`src/rtl/regfile_pkg.sv`:
```
// Shared constants and state type for the register-file write-port scheduler.
package regfile_pkg;

    localparam int DATA_W   = 32;
    localparam int ADDR_W   = 5;
    localparam int NUM_REGS = 32;

    // $0 is hardwired to zero, so writes aimed at it are dropped.
    localparam int ZERO_REG = 0;

    typedef enum logic {
        INIT = 1'b0,
        RUN  = 1'b1
    } state_e;

endpackage

```
`src/rtl/rr_arb2.sv`:
```
// Two-requester grant logic for the register-file write port.
// Build option REGWR_ROUND_ROBIN_EN: defined gives two-way round-robin with a
// priority pointer; undefined gives fixed priority, A over B.
module rr_arb2 (
`ifdef REGWR_ROUND_ROBIN_EN
    input  logic clk_i,
    input  logic rst_i,
`endif
    input  logic en_i,
    input  logic req_a_i,
    input  logic req_b_i,
    output logic gnt_a_o,
    output logic gnt_b_o
);

`ifdef REGWR_ROUND_ROBIN_EN
    logic prio_b_q, prio_b_d;

    // Contested cycles go to whichever side the pointer favours.
    always_comb begin
        gnt_a_o = 1'b0;
        gnt_b_o = 1'b0;
        if (en_i) begin
            if (req_a_i && req_b_i) begin
                gnt_a_o = !prio_b_q;
                gnt_b_o = prio_b_q;
            end else begin
                gnt_a_o = req_a_i;
                gnt_b_o = req_b_i;
            end
        end
    end

    // Any grant, contested or not, hands priority to the other side.
    always_comb begin
        prio_b_d = prio_b_q;
        if (gnt_a_o) begin
            prio_b_d = 1'b1;
        end else if (gnt_b_o) begin
            prio_b_d = 1'b0;
        end
    end

    // Pointer register, starts favouring A.
    always_ff @(posedge clk_i) begin
        if (rst_i) begin
            prio_b_q <= 1'b0;
        end else begin
            prio_b_q <= prio_b_d;
        end
    end
`else
    // A always wins; B only gets the port when A is idle.
    always_comb begin
        gnt_a_o = en_i && req_a_i;
        gnt_b_o = en_i && req_b_i && !req_a_i;
    end
`endif

endmodule

```
`src/rtl/regfile_wr_sched.sv`:
```
// Write-port scheduler for the register file: clears every register after
// reset, then shares the single write port between requesters A and B.
// Build option REGWR_ROUND_ROBIN_EN selects round-robin arbitration
// (default: fixed priority, A over B).
module regfile_wr_sched #(
    parameter int DATA_W   = regfile_pkg::DATA_W,
    parameter int ADDR_W   = regfile_pkg::ADDR_W,
    parameter int NUM_REGS = regfile_pkg::NUM_REGS
) (
    input  logic              CLK,
    input  logic              reset,
    input  logic              a_valid,
    output logic              a_ready,
    input  logic [ADDR_W-1:0] a_addr,
    input  logic [DATA_W-1:0] a_data,
    input  logic              b_valid,
    output logic              b_ready,
    input  logic [ADDR_W-1:0] b_addr,
    input  logic [DATA_W-1:0] b_data,
    output logic              regWr,
    output logic [ADDR_W-1:0] WriteAddr,
    output logic [DATA_W-1:0] WriteData,
    output logic              init_done
);
    import regfile_pkg::*;

    // One extra counter bit so NUM_REGS == 2**ADDR_W reaches the exit compare.
    localparam logic [ADDR_W:0]   CNT_LAST  = (ADDR_W+1)'(NUM_REGS - 1);
    localparam logic [ADDR_W:0]   CNT_ONE   = (ADDR_W+1)'(1);
    localparam logic [ADDR_W-1:0] ADDR_ZERO = ADDR_W'(ZERO_REG);

    state_e            state_q, state_d;
    logic [ADDR_W:0]   cnt_q, cnt_d;
    logic              regwr_q, regwr_d;
    logic [ADDR_W-1:0] waddr_q, waddr_d;
    logic [DATA_W-1:0] wdata_q, wdata_d;
    logic              run;
    logic              gnt_a, gnt_b;

    assign run = (state_q == RUN);

    rr_arb2 u_arb (
`ifdef REGWR_ROUND_ROBIN_EN
        .clk_i   (CLK),
        .rst_i   (reset),
`endif
        .en_i    (run),
        .req_a_i (a_valid),
        .req_b_i (b_valid),
        .gnt_a_o (gnt_a),
        .gnt_b_o (gnt_b)
    );

    assign a_ready   = gnt_a;
    assign b_ready   = gnt_b;
    assign regWr     = regwr_q;
    assign WriteAddr = waddr_q;
    assign WriteData = wdata_q;
    assign init_done = run;

    // Next state: sweep zeros through the file, then forward granted writes.
    always_comb begin
        state_d = state_q;
        cnt_d   = cnt_q;
        regwr_d = 1'b0;
        waddr_d = waddr_q;
        wdata_d = wdata_q;
        unique case (state_q)
            INIT: begin
                regwr_d = 1'b1;
                waddr_d = cnt_q[ADDR_W-1:0];
                wdata_d = '0;
                cnt_d   = cnt_q + CNT_ONE;
                if (cnt_q == CNT_LAST) begin
                    state_d = RUN;
                end
            end
            RUN: begin
                // A write to $0 is accepted but never reaches the file.
                if (gnt_a && (a_addr != ADDR_ZERO)) begin
                    regwr_d = 1'b1;
                    waddr_d = a_addr;
                    wdata_d = a_data;
                end else if (gnt_b && (b_addr != ADDR_ZERO)) begin
                    regwr_d = 1'b1;
                    waddr_d = b_addr;
                    wdata_d = b_data;
                end
            end
            default: begin
                state_d = INIT;
            end
        endcase
    end

    // State, init counter and write-port output registers.
    always_ff @(posedge CLK) begin
        if (reset) begin
            state_q <= INIT;
            cnt_q   <= '0;
            regwr_q <= 1'b0;
            waddr_q <= '0;
            wdata_q <= '0;
        end else begin
            state_q <= state_d;
            cnt_q   <= cnt_d;
            regwr_q <= regwr_d;
            waddr_q <= waddr_d;
            wdata_q <= wdata_d;
        end
    end

endmodule

```
`config.mk`:
```
export PLATFORM = sky130hd
export DESIGN_NAME = regfile_wr_sched
export DESIGN_NICKNAME = d
export VERILOG_FILES = /design/src/rtl/regfile_pkg.sv /design/src/rtl/rr_arb2.sv /design/src/rtl/regfile_wr_sched.sv
export SDC_FILE = /design/constraint.sdc
export NUM_CORES = 1
export LEC_CHECK = 0
export ABC_AREA = 1
export BUFFER_PORTS_ARGS = -buffer_cell sky130_fd_sc_hd__buf_4
export CAP_MARGIN = 20
export CORE_ASPECT_RATIO = 0.7
export CORE_MARGIN = 2
export CORE_UTILIZATION = 30
export CTS_BUF_LIST = sky130_fd_sc_hd__clkbuf_4 sky130_fd_sc_hd__clkbuf_8 sky130_fd_sc_hd__clkbuf_16
export CTS_CLUSTER_SIZE = 30
export DETAILED_ROUTE_END_ITERATION = 8
export GPL_TIMING_DRIVEN = 0
export SYNTH_ARGS = -nofsm -noshare
export SYNTH_HDL_FRONTEND = slang
export SYNTH_SLANG_ARGS = --single-unit
```
`constraint.sdc`:
```
create_clock -name CLK -period 1.7 [get_ports CLK]
set_input_delay 0.34 -clock CLK [delete_from_list [all_inputs] [get_ports CLK]]
set_output_delay 0.34 -clock CLK [all_outputs]
set_load 0.005 [all_outputs]
```
==> impl_metrics.env <==
export IMPL_synth_fp_nets=436
export IMPL_p_total_mw=2.29
export IMPL_cts_buffer_depth=2
export IMPL_die_area_um2=8810
export IMPL_ff2ff_path_depth=9
export IMPL_drv_cap=0
export IMPL_final_common_cell="buf_4"
export IMPL_crit_family="buffers and inverters"
export IMPL_hold_path_class="in -> reg"
export IMPL_ys_warn_count=0
export IMPL_period_minus_slack_ps=1610
export IMPL_num_antenna_cells=0
export IMPL_max_stage_delay_ps=330
export IMPL_yosysTopAreaCellShare_pct=37.2
export IMPL_floorplan_initialDensity_pct=30.9
export IMPL_ys_seq_area_share_pct=37.2
export IMPL_startpoint_type="flip-flop"
export IMPL_end_kind="primary output"
export IMPL_cts_tree="built"
export IMPL_die_height_um=79.1
export IMPL_wl_um=8020
export IMPL_cts_sinks=45
export IMPL_port_buffers=117
export IMPL_hold_violations=0
export IMPL_hold_path_depth=5
export IMPL_crit_path_max_fanout=10
export IMPL_synth_area_leaders="dfxtp_1, nand2_1, nand4_1"
export IMPL_path_buf_inv=5
export IMPL_critical_path_class="reg -> out"
export IMPL_grt_overflow=0
export IMPL_drive_above_1_share_pct=32.4
export IMPL_synth_seq_cells=45
export IMPL_coreArea_um2=7840
export IMPL_timing_final_crit_share_pct=94.5
export IMPL_area_growth_pct=48.2
export IMPL_max_freq_mhz=622
export IMPL_antenna_found_initial=0
export IMPL_clock_root_buffer="clkbuf_16"
export IMPL_syn_inst=357
export IMPL_fin_skew_ps=3.00
export IMPL_layout_common_cells="buf_4, nand2_1, dfxtp_1"
export IMPL_synth_area_leader_cell="dfxtp_1"
export IMPL_synthesis_area_um2=2420
export IMPL_vias_per_cell=4.77
export IMPL_synth_cell_types=28
export IMPL_layout_nets=561
export IMPL_die_width_um=111
export IMPL_fin_util_pct=45.8
export IMPL_status="finished clean"
export IMPL_powerDensity_nw_per_um2=639
export IMPL_cts_made_buffers=5
export IMPL_wl_per_cell_um=13.8
export IMPL_clkSlewWorstSetupHoldPaths_ps=60
export IMPL_drt_initial_drc_count=135
export IMPL_peakVddDrop_mv=0.368
export IMPL_cp_cell_sequence="buf_6 -> nand2_2 -> inv_2 -> buf_8 -> buf_6 -> buf_4"
export IMPL_htreeDepth=2
export IMPL_grt_max_degree=13
export IMPL_required_ps=1360
export IMPL_hpwl_um=6000
export IMPL_slew_limit_headroom_pct=66.3
export IMPL_syn_area_per_cell_um2=6.78
export IMPL_finalSetupViolCount=0
export IMPL_slowest_stage="dfxtp_2"
export IMPL_leakage_nw=1.65
export IMPL_grt_pass1_vias=2582
export IMPL_firstDrtPassIters=4
export IMPL_clkLatencyLatePin_ps=280
export IMPL_worstMarginPinSlew_ps=506
export IMPL_grt_pass1_wl_um=12900
export IMPL_hold_buffers=0
export IMPL_routabilityCongestion=0.811
export IMPL_drc=0
export IMPL_std_cell_rows=27
export IMPL_rsz0062_at_grt="false"
export IMPL_cp_common_cell="buf_6"
export IMPL_drtAntennaViolNets=0
export IMPL_track_usage_pct=18.0
export IMPL_maxSlewViolCount=0
export IMPL_cp_depth=6
export IMPL_critPathArrivalTime_ps=1270
export IMPL_fin_setup_tns_ps=0
export IMPL_rrSetupSlack_ps=200
export IMPL_routed_via_count=2782
export IMPL_pin_count=119
-- final timing paths --
| path | endpoint | from |
|---|---|---|
| max | a_ready | init_done |
| max reg2reg | WriteData[3] | init_done |
| min | WriteData[24] | b_data[24] |
| min reg2reg | WriteData[18] | WriteData[18] |
-- routing by layer --
metal / vias up / routed length [um] / GRT usage [%]
met4: 0 / 66 / 4.07
li1: 1449 / - / -
met2: 97 / 3390 / 28.6
met1: 1228 / 4040 / 25.1
met5: - / 0 / 0
met3: 8 / 528 / 4.12
-- logic make-up (layout without fill, tap and decap cells) --
| kind of cell | after synthesis | count (layout) | share of synthesized area (%) |
|---|---|---|---|
| buffers and inverters | 41 | 166 | 9.51 |
| AOI/OAI and AO/OA | 51 | 51 | 10.6 |
| DFF | 45 | 45 | 37.2 |
| adders and majority gates | 1 | 1 | 0.517 |
| and+or+nand+nor | 219 | 219 | 42.1 |
-- power breakdown --
part	switching, mW	internal, mW	total [mW]
clock	0.378	0.593	0.971
combinational	0.0964	0.150	0.246
sequential	0.00931	1.07	1.08
total	0.483	1.81	2.29
-- cells in the mapped netlist --
master,instances
o22ai_1,1
dfxtp_1,45
nand3_1,34
nor2_4,1
nor3b_1,1
inv_2,1
nand2_1,111
buf_6,7
nor2_1,24
nor3_1,3
buf_4,4
nand2_4,2
nand3_4,1
nand3_2,1
or2_2,1
nand4_1,33
nor2_2,2
a21oi_1,40
ha_1,1
o21ai_1,1
nand2_2,3
buf_1,4
buf_2,7
clkinv_1,1
inv_1,10
clkbuf_1,7
nand3b_1,2
o21ai_0,9
-- timing repair --
| action | 4_1_cts | 5_1_grt |
|---|---|---|
| setup endpoints to repair | 1 | 1 |
| setup buffers | 1 | 0 |
| resized for setup | 1 | 2 |
-- through the flow --
| stage | hold WS (ps) | cell area (um^2) | setup WS (ps) | cells |
|---|---|---|---|---|
| finish | 399 | 3590 | 93.5 | 583 |
| detailed placement | 484 | 3420 | 132 | 575 |
| global placement | 478 | 3420 | 157 | 575 |
| global route | 415 | 3590 | 10.2 | 583 |
| floorplan | 477 | 2420 | 474 | 357 |
| CTS | 403 | 3580 | 45.7 | 583 |
-- state kept, by name (all words and copies together), names as in the netlist --
name	cells
WriteData	32
WriteAddr	5
cnt_q	6
init_done	1
regWr	1
-- cell type report --
class | count | area (um^2)
buffer | 29 | 193
fill | 815 | 4250
tap | 101 | 126
multi-input combinational | 271 | 1290
timing repair buffer | 118 | 886
clock buffer | 7 | 146
sequential | 45 | 902
inverter | 12 | 45.0
-- worst register-to-register path, delay by kind of cell, from the launching register on --
family,cells,cell delay (ps)
AO/OA/AOI/OAI,1,130
flip-flops,1,330
buffers and inverters,3,460
AND/OR/NAND/NOR,5,500
Note: power is estimated with default switching activity, not from simulation.
